**src/rtl/stream_mux_pkg.sv**
```systemverilog
// rtl/stream_mux_pkg.sv - shared mode constants and wrap-around first-set search
package stream_mux_pkg;

  localparam logic MODE_FIXED = 1'b0;
  localparam logic MODE_RR    = 1'b1;

  // Search helpers are sized for the largest legal channel count.
  localparam int MAX_CH = 16;
  localparam int MAX_SW = 4;

  typedef struct packed {
    logic              found;
    logic [MAX_SW-1:0] idx;
  } rr_pick_t;

  // First set bit of req at or above ptr, wrapping from ch-1 back to 0.
  function automatic rr_pick_t rr_first_set(input logic [MAX_CH-1:0] req,
                                            input logic [MAX_SW-1:0] ptr,
                                            input int                ch);
    rr_pick_t r;
    int       k;
    r = '0;
    for (int i = 0; i < MAX_CH; i++) begin
      k = int'(ptr) + i;
      if (k >= ch) k = k - ch;
      if (i < ch && !r.found && req[k]) begin
        r.found = 1'b1;
        r.idx   = k[MAX_SW-1:0];
      end
    end
    return r;
  endfunction

endpackage

```
**src/rtl/stream_mux_rr_arbiter.sv**
```systemverilog
// rtl/stream_mux_rr_arbiter.sv - round-robin grant from request vector and pointer
module rr_arbiter
  import stream_mux_pkg::*;
#(
  parameter int CH = 4,
  parameter int SW = $clog2(CH)
) (
  input  logic [CH-1:0] req,
  input  logic [SW-1:0] ptr,
  input  logic          en,
  output logic [CH-1:0] grant,
  output logic [SW-1:0] grant_idx,
  output logic          grant_valid
);

  rr_pick_t w_pick;

  always_comb begin
    w_pick = rr_first_set(MAX_CH'(req), MAX_SW'(ptr), CH);
  end

  assign grant_valid = en && w_pick.found;
  assign grant_idx   = w_pick.idx[SW-1:0];

  always_comb begin
    grant = '0;
    if (grant_valid) grant[grant_idx] = 1'b1;
  end

endmodule

```
**src/rtl/stream_mux.sv**
```systemverilog
// rtl/stream_mux.sv - CH-to-1 stream mux with fixed/round-robin select and one-beat output register
module stream_mux
  import stream_mux_pkg::*;
#(
  parameter int N  = 3,
  parameter int CH = 4,
  parameter int SW = $clog2(CH)
) (
  input  logic            clk,
  input  logic            rst_n,
  input  logic            mode,
  input  logic [SW-1:0]   sel,
  input  logic [CH*N-1:0] in_data,
  input  logic [CH-1:0]   in_valid,
  output logic [CH-1:0]   in_ready,
  output logic [N-1:0]    out_data,
  output logic [SW-1:0]   out_chan,
  output logic            out_valid,
  input  logic            out_ready
);

  logic [N-1:0]  r_out_data;
  logic [SW-1:0] r_out_chan;
  logic          r_out_valid;
  logic [SW-1:0] r_rr_ptr;

  logic [CH-1:0] w_rr_grant;
  logic [SW-1:0] w_rr_idx;
  logic          w_rr_valid;
  logic [CH-1:0] w_fix_grant;
  logic [CH-1:0] w_grant;
  logic [SW-1:0] w_grant_idx;
  logic          w_grant_valid;
  logic          w_slot_free;
  logic          w_xfer;
  logic          w_is_rr;

  assign w_is_rr     = (mode == MODE_RR);
  assign w_slot_free = !r_out_valid || out_ready;

  rr_arbiter #(.CH(CH), .SW(SW)) u_rr_arbiter (
    .req        (in_valid),
    .ptr        (r_rr_ptr),
    .en         (w_is_rr),
    .grant      (w_rr_grant),
    .grant_idx  (w_rr_idx),
    .grant_valid(w_rr_valid)
  );

  // An out-of-range sel matches no channel, so it never grants.
  always_comb begin
    w_fix_grant = '0;
    for (int k = 0; k < CH; k++) begin
      w_fix_grant[k] = (sel == SW'(k)) && in_valid[k];
    end
  end

  assign w_grant       = w_is_rr ? w_rr_grant : w_fix_grant;
  assign w_grant_idx   = w_is_rr ? w_rr_idx   : sel;
  assign w_grant_valid = |w_grant;

  assign in_ready = (rst_n && w_slot_free) ? w_grant : '0;
  assign w_xfer   = rst_n && w_slot_free && w_grant_valid;

  always_ff @(posedge clk or negedge rst_n) begin
    if (!rst_n) begin
      r_out_data  <= '0;
      r_out_chan  <= '0;
      r_out_valid <= 1'b0;
      r_rr_ptr    <= '0;
    end else begin
      if (w_xfer) begin
        r_out_data  <= in_data[w_grant_idx*N +: N];
        r_out_chan  <= w_grant_idx;
        r_out_valid <= 1'b1;
        if (w_is_rr) begin
          r_rr_ptr <= (w_grant_idx == SW'(CH-1)) ? '0 : w_grant_idx + 1'b1;
        end
      end else if (out_ready) begin
        r_out_valid <= 1'b0;
      end
    end
  end

  assign out_data  = r_out_data;
  assign out_chan  = r_out_chan;
  assign out_valid = r_out_valid;

endmodule
```
**config.mk**
```make
export PLATFORM = sky130hd
export DESIGN_NAME = stream_mux
export DESIGN_NICKNAME = d
export VERILOG_FILES = /design/src/rtl/stream_mux_pkg.sv /design/src/rtl/stream_mux_rr_arbiter.sv /design/src/rtl/stream_mux.sv
export SDC_FILE = /design/constraint.sdc
export NUM_CORES = 1
export LEC_CHECK = 0
export BUFFER_PORTS_ARGS = -buffer_cell sky130_fd_sc_hd__buf_2
export CORE_MARGIN = 2
export CORE_UTILIZATION = 50
export CTS_CLUSTER_SIZE = 25
export DETAILED_ROUTE_END_ITERATION = 16
export GPL_TIMING_DRIVEN = 1
export MAX_ROUTING_LAYER = met4
export PLACE_DENSITY = 0.81
export SLEW_MARGIN = 20
export SYNTH_ARGS = -nofsm -noshare
export SYNTH_HDL_FRONTEND = slang
export SYNTH_SLANG_ARGS = --single-unit
```
**constraint.sdc**
```tcl
create_clock -name clk -period 4.86 [get_ports clk]
set_input_delay 0 -clock clk [delete_from_list [all_inputs] [get_ports clk]]
set_output_delay 0 -clock clk [all_outputs]
set_load 0.05 [all_outputs]
```
Word-level counts from Yosys, hierarchy flattened:

Index checks and enable logic that the tools add are counted.

* register bits after elaboration: 8
* bits in latches: 0
* bits in writable memories: 0
* bits in read-only memories: 0
* input port bits: 22
* output and inout bits: 10
* word-level logic and storage cells: 77
* memories kept: 0

* add/sub/neg operators: 8
* $mul: 1
* div/mod/pow operators: 0
* magnitude comparators: 10
* equal/unequal tests: 4
* shift operators: 1
* multiplexer cells: 29
* bitwise logic cells: 0
* reduce and logical (&&, ||, !) cells: 20

Operators by type and width (count)
* $lt 32x6->1 const B: 4
* $mux 32: 4
* $ge 32x4->1 const B: 3
* $sub 32x4->32 const B: 3
* $mux 5: 4
* $bmux 1 s4: 4
* $mux 4: 3
* $shiftx 12x5->3: 1
* $logic_and 1x1->1: 11
* $mux 1: 11
* $add 2x2->3 const B: 2
* $eq 2x2->1 const B: 3
* $logic_not 1->1: 4
* $mul 2x2->4 const B: 1
* $mux 2: 2
* $reduce_or 4->1: 1
* $sub 2x3->4 const B: 1
* $add 2x1->3 const B: 1
* $ge 2x3->1 const B: 1
* $lt 2x3->1 const B: 1
* $add 2x1->2 const B: 1
* $demux 1 s2: 1
* $eq 2x1->1 const B: 1
* $ge 2x1->1 const B: 1
* other kinds (4): 4

Depth between registers and ports, before layout:

Gate-level depths: netlist of the first run.

* word-level depth: 24
* gate-level depth with buffers: 12
* mapped depth without buffers: 10

Cells and area by module:

From an unflattened synthesis of the first run, not the netlist that was laid out.

* cell total of the unflattened synthesis: 94
* area, all modules: 908.4 µm²

By module, submodules not included
* stream_mux: times used 1, cells an instance 43, area each 544.3 µm², seq. area each 200.2 µm²
* rr_arbiter: times used 1, cells an instance 51, area each 364.1 µm², seq. area each 0.0 µm²

Worst setup path after synthesis of the first run:

OpenSTA, ideal clock, no wires.

* path type: reg-to-reg
* from: reg r_rr_ptr[0]
* to: reg r_out_chan[0], in the netlist out_chan[0]
* library setup time: 0.125 ns
* arrival: 3.337 ns
* data required time: 4.735 ns
* setup slack: 1.398 ns
* cell stages (with the launch flop): 12
* path buffers: 2
* period minus slack after synthesis: 3.462 ns
* path through: dfrtp_1 buf_4 inv_1 ha_1 clkbuf_2 mux4_2 nand2_1 or4_4 mux2_4 o32ai_4 nor3_4 mux2_4

* cells in the longest elaborated chain, start to end: 23
* elaborated cells between the ends (all ways): 48
* classes of those cells: add/sub: 7; order compare: 6; mux: 25; reduce/logical: 10

Ends and longest elaborated chain
* start, declared: line stream_mux.sv:25 `logic [SW-1:0] r_rr_ptr;`
* start signal, assigned: line stream_mux.sv:77 `r_rr_ptr <= (w_grant_idx == SW'(CH-1)) ? '0 : w_grant_idx + 1'b1;`
* parallel branches: the longest is 14 deep, another holds $sub 32x4->32
* $mux 5 (*): line stream_mux_pkg.sv:26 `if (i < ch && !r.found && req[k]) begin`
* $lt 2x3->1 (implied by the code) or $ge 2x1->1 (tied branches): line stream_mux_rr_arbiter.sv:27 `if (grant_valid) grant[grant_idx] = 1'b1;`
* $logic_and 1x1->1 (implied by the code): line stream_mux_rr_arbiter.sv:27
* $mux 1 (implied by the code): line stream_mux_rr_arbiter.sv:27
* $demux 1 s2
* $mux 4: line stream_mux_rr_arbiter.sv:27
* $mux 4: line stream_mux.sv:58 `assign w_grant = w_is_rr ? w_rr_grant : w_fix_grant;`
* $reduce_or 4->1: line stream_mux.sv:60 `assign w_grant_valid = |w_grant;`
* $logic_and 1x1->1: line stream_mux.sv:63 `assign w_xfer = rst_n && w_slot_free && w_grant_valid;`
* end signal, assigned: line stream_mux.sv:74 `r_out_chan <= w_grant_idx;`
* end, declared: line stream_mux.sv:23 `logic [SW-1:0] r_out_chan;`

Every way passes the cells marked *. The select of a mux whose other input is x is not followed.
A chain may end at the register's enable or synchronous reset.

Worst setup path after layout of the first run:

* from: reg r_rr_ptr[0]
* to: reg r_out_data[1], in the netlist out_data[1]

* cells in the longest elaborated chain, start to end: 23
* elaborated cells between the ends (all ways): 50
* classes of those cells: add/sub: 7; mul: 1; order compare: 6; shift: 1; mux: 25; reduce/logical: 10

Ends and longest elaborated chain
* parallel branches: the longest is 14 deep, another holds $sub 32x4->32
* $mux 5 (*): line stream_mux_pkg.sv:26
* parallel branches: the longest is 8 deep, another holds $mul 2x2->4
* end signal, assigned: line stream_mux.sv:73 `r_out_data <= in_data[w_grant_idx*N +: N];`
* end, declared: line stream_mux.sv:22 `logic [N-1:0] r_out_data;`

Marks and branches as above.

==> run metrics, run 1 <==
GP Congestion 0.863; port bufs 31; Layout Cells excl Fill 153; Post-synth EDFFs 0; DRT iter0 DRCs 11; Post-DP Area approximately 0.0011 mm^2; Die Width ~48 um; Worst Tran Pin Value a little over 0.6 ns; Core Rows 15; die area 0.00230 mm^2; Max Fclk roughly 280 MHz; post-route DRC violation count 0; CTS buffer count 3; area of the multi-input gates about 730 um^2; pin count of the biggest net entering global routing 17; first-pass GRT wire length about 3400 um; fin. max-slew vios 0; WL per Instance around 15 um; WP data arrival roughly 3.7 ns; Initial Util 0.548; Routed Antenna Nets 0; initial antenna violation count 0; Layout Area Growth over Synthesis 20.6%; Hold Violations, Final 0; status completed; CTS tree built; relative slew slack 0.590; Resize count post-CTS 0; Final HPWL DP approximately 1700 um; post-synthesis adder-cell area fraction 0.0518; Fillers 166; I/O pin total 32; FF+latch area about 200 um^2; r2r worst-path depth 8; Leakage between 0.5 and 0.6 nW; die height 48.0 um; GRT Util Overall 0.220; overall power 0.863 mW; Vias a little under 900; main combinational cell family by area after synthesis multiplexers; simple-gate share of the synthesized area 0.194; Synth cell types 42; Synthesized Nets between 100 and 150; Worst VDD drop approximately 0.48 mV; WHS Path Cells 3; Final period util 0.731; critical path class flip-flop to flip-flop; WHS 0.0248 ns; setup TNS 0 ns; commonest non-fill, non-tap cells in the layout buf_2, nand2_1, dfrtp_1, mux2i_1; Pre-antenna DRT Iters 4; crit start category flip-flop; yosys warns 0; power per cell area 741 mW/mm^2; most common cell after layout, fill and taps aside buf_2; Post-Synth XOR/XNOR Area 0.00907; vias in the first global route 800; CTS sink cnt 8; flops & latches, synth 8; Core ar. between 0.0015 and 0.002 mm^2; Synth async-reset ratio 1.00; WP data required 4.99 ns; Worst setup EP type flip-flop; overflow left after global routing 0; final core occ 0.660; Synth Area in Compound Gates 0.222; critical path fanouts, max 16; Hold Crit Class primary input to flip-flop; R2R setup slack 1.31 ns; Root Driver clkbuf_4; # diodes 0; Seq/Total Area, Yosys 0.207; post-layout instance area 0.00116 mm^2; Fin Clk Skew ~0.013 ns; Clock Tree Buf Depth 2; Netlist Area Pre-Place slightly below 0.001 mm^2; mux share of post-synthesis cell area 0.276; Tmin final between 3 and 4 ns; H-tree lvl count 1; WL final ~2300 um; fraction of final layout cells sized beyond drive strength 1 0.438; MaxCap Viol Count 0; Syn Inst Count just under 100; fin nets roughly 160; clk_lat worst skew around 0.26 ns; pre-CTS WS ~1.3 ns; endpoints failing setup 0; prevailing post-synth register cell dfrtp_1; clk slew on worst S/H paths 0.06 ns; final worst slack between 1 and 1.5 ns; RSZ-0062 raised after global routing no; syn avg cell area between 9 and 10 um^2; vias per std cell just under 6; Placed Instances 149
cells by family after synthesis:
| family | after synthesis |
|---|---|
| buffers and inverters | 9 |
| muxes | 18 |
| AOI/OAI and AO/OA | 24 |
| xor gates and xnor gates | 1 |
| DFF | 8 |
| and+or+nand+nor | 33 |
| adders and majority gates | 4 |
where the power goes:
part | internal (mW) | leakage, nW | switching [mW]
clock network | 0.0283 | 0.0138 | 0.0237
registers | 0.101 | 0.0955 | 0.0473
logic | 0.273 | 0.433 | 0.390
path summary, 6_finish.rpt:
| kind | to | startpoint |
|---|---|---|
| max | out_data[1] | r_rr_ptr[0] |
| min | out_valid | out_ready |
| max reg2reg | out_data[1] | r_rr_ptr[0] |
| min reg2reg | out_data[1] | out_data[1] |
| max in group asynchronous | out_chan[0] | rst_n |
| min in group asynchronous | out_data[0] | rst_n |
layout make-up:
| cell class | instances | share of cell area |
|---|---|---|
| Tap cell | 25 | 0.0269 |
| Timing Repair Buffer | 32 | 0.142 |
| Clock buffer | 3 | 0.0193 |
| Inverter | 5 | 0.0161 |
| Sequential cell | 8 | 0.172 |
| Multi-Input combinational cell | 80 | 0.624 |
what timing repair did:
| item | in CTS | in global routing |
|---|---|---|
| setup endpoints to repair | 0 | 0 |
| hold buffers | 1 | 0 |
| hold endpoints to repair | 8 | 0 |
| setup buffers | 0 | 0 |
critical path: stages, from the launching register on:
cell and delay (ns):
dfrtp_1 0.73, inv_1 0.20, ha_1 0.46, nor3_1 0.50, o221a_2 0.32, nor2_1 0.07, o21ai_2 0.34, mux4_2 0.55
mux2_4 0.27
registers in the layout (all words and copies together) (netlist names):
signal / flops
out_chan: 2
out_valid: 1
out_data: 3
r_rr_ptr: 2
cells in the mapped netlist, types with 2 or more instances:
cell type / n / share of area
a21oi_1: 5 / 0.026
inv_1: 5 / 0.019
mux2i_1: 6 / 0.062
nor3_1: 3 / 0.016
nand3_1: 2 / 0.010
a21o_1: 2 / 0.016
ha_1: 4 / 0.052
dfrtp_1: 8 / 0.21
o21ai_0: 2 / 0.010
mux2_2: 3 / 0.035
mux4_2: 5 / 0.12
nor2_1: 5 / 0.019
a32oi_1: 2 / 0.018
nor2b_1: 3 / 0.019
nor4_1: 2 / 0.013
nand2_1: 9 / 0.035
clkbuf_1: 2 / 0.0078
mux2_4: 4 / 0.062
nand2b_1: 2 / 0.013
per-layer routing:
layer	part of all wire	vias up	routed length, um	global-route usage
met3	0.037	0	83	0.0604
met2	0.51	22	1140	0.352
met4	0	0	0	0.0432
li1	-	442	-	-
met5	0	-	0	-
met1	0.46	428	1030	0.279
Power figures use the tool's default switching activity.
==> run 2: changes to the inputs <==
Clock period 4.86 ns to 3.7 ns, I/O delays scaled along.
==> run metrics, run 2 (synthesis gave the netlist of run 1 again) <==
Fillers approximately 150; Leakage roughly 0.55 nW; CP max-delay cell dfrtp_1; commonest non-fill, non-tap cells in the layout buf_2, nand2_1, dfrtp_1, mux2i_1; Root Driver clkbuf_4; Final period util 0.875; # diodes 0; Hold Crit Class primary input to flip-flop; most common cell after layout, fill and taps aside buf_2; I/O pin total 32; max reg flops 3; die area 0.00230 mm^2; pin count of the biggest net entering global routing 16; Pre-antenna DRT Iters 4; fin nets 157; GRT Util Overall 0.241; endpoints failing setup 0; Worst R2R Start r_rr_ptr[1]; die height ~48 um; met3 Track Usage GR 0.0566; H-tree lvl count 1; WHS roughly 0.046 ns; vias per std cell roughly 5.9; worst setup path start r_rr_ptr[1]; Placed Instances 150; Hold Startpoint out_ready; WHS Path Cells 3; Vias a little over 900; Max Fclk ~310 MHz; GP Congestion roughly 0.87; status completed; relative slew slack 0.621; Layout Area Growth over Synthesis 21.4%; CTS tree built; Fin Clk Skew about 0.013 ns; Post-DP Area between 0.001 and 0.0015 mm^2; R2R setup slack about 0.46 ns; Core ar. approximately 0.0018 mm^2; WL final 2350 um; post-CTS setup buffer count 0; hold path endpoint out_valid; initial antenna violation count 0; CTS buffer count 3; MaxCap Viol Count 0; worst path bufs/invs 1; power per cell area approximately 1000 mW/mm^2; GRT busiest layer met2; clk_lat worst skew ~0.26 ns; final core occ 0.665; Die Width between 40 and 50 um; r2r worst-path depth 8; critical path fanouts, max 9; overall power 1.15 mW; RR Endpoint out_data[0]; fraction of final layout cells sized beyond drive strength 1 0.442; CTS sink cnt 8; Clock Tree Buf Depth 2; post-layout instance area 0.00117 mm^2; Hold Violations, Final 0; critical path class flip-flop to flip-flop; final worst slack ~0.46 ns; Largest delay share family, worst path multiplexers; WP data arrival 3.37 ns; RSZ-0062 raised after global routing no; WL per Instance 15.2 um; post-route DRC violation count 0; delay of the slowest cell on the worst path around 0.54 ns; fin. max-slew vios 0; pre-CTS WS roughly 0.48 ns; met1 Resource Use GR 0.308; Layout Cells excl Fill approximately 150; Worst VDD drop approximately 0.61 mV; port bufs 31; worst path cell trace inv_1 -> ha_1 -> nor3_1 -> o221a_2 -> nor2_1 -> o21ai_2 -> mux4_2 -> mux2_4; Tmin final 3.24 ns; vias in the first global route around 840; met2 Use GR 0.400; crit start category flip-flop; DRT iter0 DRCs 30; WP data required 3.83 ns; Worst setup EP type flip-flop; overflow left after global routing 0; Routed Antenna Nets 0; first-pass GRT wire length between 3000 and 4000 um; Core Rows 15; setup TNS 0 ns; Final HPWL DP 1870 um; clk slew on worst S/H paths 0.06 ns; Initial Util 0.548; Worst Tran Pin Value roughly 0.56 ns
run 2: cell types whose count changed in the layout (fill, tap and decap cells not counted):
cell	delta
buf_4	+1
run 2: worst min-delay path, cell delays in order:
cell	delay, ns
buf_2	0.07
nand2b_1	0.13
nand2_1	0.06
run 2: how the worst max path moves through the flow:
stage,endpoint,depth (start not counted)
finish,out_data[0],8
detailed placement,out_data[1],8
CTS,out_data[0],8
global placement,out_chan[0],9
global route,out_data[0],8
floorplan,out_chan[0],11
run 2: report_power, final:
part           internal, mW  total, mW  leakage [nW]  switching, mW
sequential            0.133      0.169        0.0955         0.0361
clock                0.0372     0.0681        0.0138         0.0309
combinational         0.365      0.914         0.438          0.548
run 2: final cells by class:
type / count / area [um^2] / area share
multi-input cells: 80 / 727 / 0.620
flip-flops and latches: 8 / 200 / 0.171
repair buffers: 33 / 173 / 0.147
well taps: 25 / 31.3 / 0.0267
clock buffers: 3 / 22.5 / 0.0192
inverters: 5 / 18.8 / 0.0160
run 2: per-layer routing:
metal | share of wire | vias to the layer above
li1 | - | 444
met1 | 0.41 | 440
met2 | 0.54 | 32
met3 | 0.045 | 0
met4 | 0 | 0
met5 | 0 | -
run 2: repair_timing:
| item | 4_1_cts | 5_1_grt |
|---|---|---|
| hold buffers | 1 | 0 |
| hold endpoints to repair | 8 | 0 |
| gates resized for setup | 0 | 0 |
| endpoints found under the setup margin | 0 | 0 |
==> run 3: changes to the inputs <==
Settings changed: PLACE_DENSITY 0.81 to 0.9.
==> run metrics, run 3 (synthesis gave the netlist of run 1 again) <==
CTS sink cnt 8; status completed; Die Width 48.0 um; Final HPWL DP about 1900 um; Initial Util 0.548; Layout Area Growth over Synthesis 21.4%; power per cell area 987 mW/mm^2; post-CTS setup buffer count 0; Post-DP Area approximately 0.0011 mm^2; fraction of final layout cells sized beyond drive strength 1 0.442; Tmin final 3.35 ns; Resize count post-CTS 0; pre-CTS WS 0.437 ns; commonest non-fill, non-tap cells in the layout buf_2, nand2_1, dfrtp_1, mux2i_1; # diodes 0; WP data required ~3.9 ns; WL per Instance roughly 16 um; H-tree lvl count 1; Routed Antenna Nets 0; Comb power frac 0.791; post-layout instance area around 0.0012 mm^2; RSZ-0062 raised after global routing no; overflow left after global routing 0; Max Fclk approximately 300 MHz; I/O pin total 32; Vias ~950; crit start category flip-flop; vias in the first global route roughly 800; WL final 2440 um; initial antenna violation count 0; FF+latch area 200 um^2; GP Congestion 0.870; Clock Tree Buf Depth 2; Switch Pwr roughly 0.62 mW; Worst VDD drop 0.628 mV; die height approximately 48 um; max reg flops 3; Clk pwr share 0.064; Hold Violations, Final 0; die area around 0.0023 mm^2; switch share 0.537; Hold Crit Class primary input to flip-flop; vias per std cell roughly 6.1; Pre-antenna DRT Iters 4; final worst slack 0.353 ns; fin nets 157; clk_lat worst skew between 0.2 and 0.3 ns; Worst setup EP type flip-flop; setup TNS 0 ns; area of the multi-input gates slightly above 700 um^2; relative slew slack 0.563; Core ar. roughly 0.0018 mm^2; critical path class flip-flop to flip-flop; Reg power frac 0.145; GRT Util Overall 0.243; Fillers 155; CTS tree built; P_int between 0.5 and 0.6 mW; port bufs 31; post-route DRC violation count 0; most common cell after layout, fill and taps aside buf_2; pin count of the biggest net entering global routing 16; Fin Clk Skew about 0.0085 ns; WP data arrival roughly 3.5 ns; Final period util 0.905; Core Rows 15; WHS 0.0409 ns; Root Driver clkbuf_4; critical path fanouts, max 9; Worst Tran Pin Value 0.649 ns; MaxCap Viol Count 0; first-pass GRT wire length around 3700 um; fin. max-slew vios 0; clk slew on worst S/H paths 0.07 ns; DRT iter0 DRCs a little over 50; CTS buffer count 3; Leakage roughly 0.55 nW; endpoints failing setup 0
-- run 3: cell counts in the layout (fill, tap and decap cells not counted) --
Identical to the previous run, type by type.
-- run 3: final cells by class --
cell class,count,share of cell area
timing repair buffer,33,0.147
sequential,8,0.171
multi-input combinational,80,0.620
clock buffer,3,0.0192
inverter,5,0.0160
tap,25,0.0267
-- run 3: what timing repair did --
| item | CTS | global route |
|---|---|---|
| hold buffers | 1 | 0 |
| endpoints found under the setup margin | 0 | 0 |
| hold endpoints to repair | 8 | 0 |
-- run 3: power by group through the flow --
stage / combinational, mW / clock [mW] / sequential, mW
detailed placement: 0.905 / 0 / 0.168
global placement: 0.877 / 0 / 0.166
CTS: 0.909 / 0.0759 / 0.168
floorplan: 0.634 / 0 / 0.282
finish: 0.915 / 0.0741 / 0.168
global route: 0.988 / 0.0773 / 0.174
-- run 3: worst paths after layout --
kind,depth (start not counted),startpoint,slack (ns),endpoint
max in group asynchronous,2,rst_n,3.38,out_data[2]
hold / removal,3,out_ready,0.04,out_valid
setup / recovery,8,r_rr_ptr[1],0.35,out_data[0]
setup reg to reg,8,r_rr_ptr[1],0.35,out_data[0]
hold reg to reg,1,out_data[1],0.51,out_data[1]
min in group asynchronous,2,rst_n,0.12,out_chan[0]
-- run 3: through the flow --
step	utilization	instances	power, mW
2_1_floorplan	-	97	0.916
6_report	0.665	154	1.16
4_1_cts	0.665	154	1.15
3_3_place_gp	0.646	150	1.04
5_1_grt	0.665	154	1.24
3_5_place_dp	0.646	150	1.07
-- run 3: worst max-delay path, stage by stage (launching register included) --
cell,delay [ns]
dfrtp_1,0.53
inv_1,0.14
ha_1,0.46
nor3_1,0.17
nor4_1,0.61
nor2_1,0.15
o21ai_2,0.35
mux4_2,0.55
mux2_4,0.28
-- run 3: layer usage --
| metal | wire (um) | vias up | track usage | part of all wire |
|---|---|---|---|---|
| met5 | 0 | - | - | 0 |
| met4 | 16 | 0 | 0.0703 | 0.0066 |
| met3 | 179 | 4 | 0.0491 | 0.073 |
| met2 | 1240 | 49 | 0.368 | 0.51 |
| met1 | 1000 | 448 | 0.326 | 0.41 |
| li1 | - | 446 | - | - |
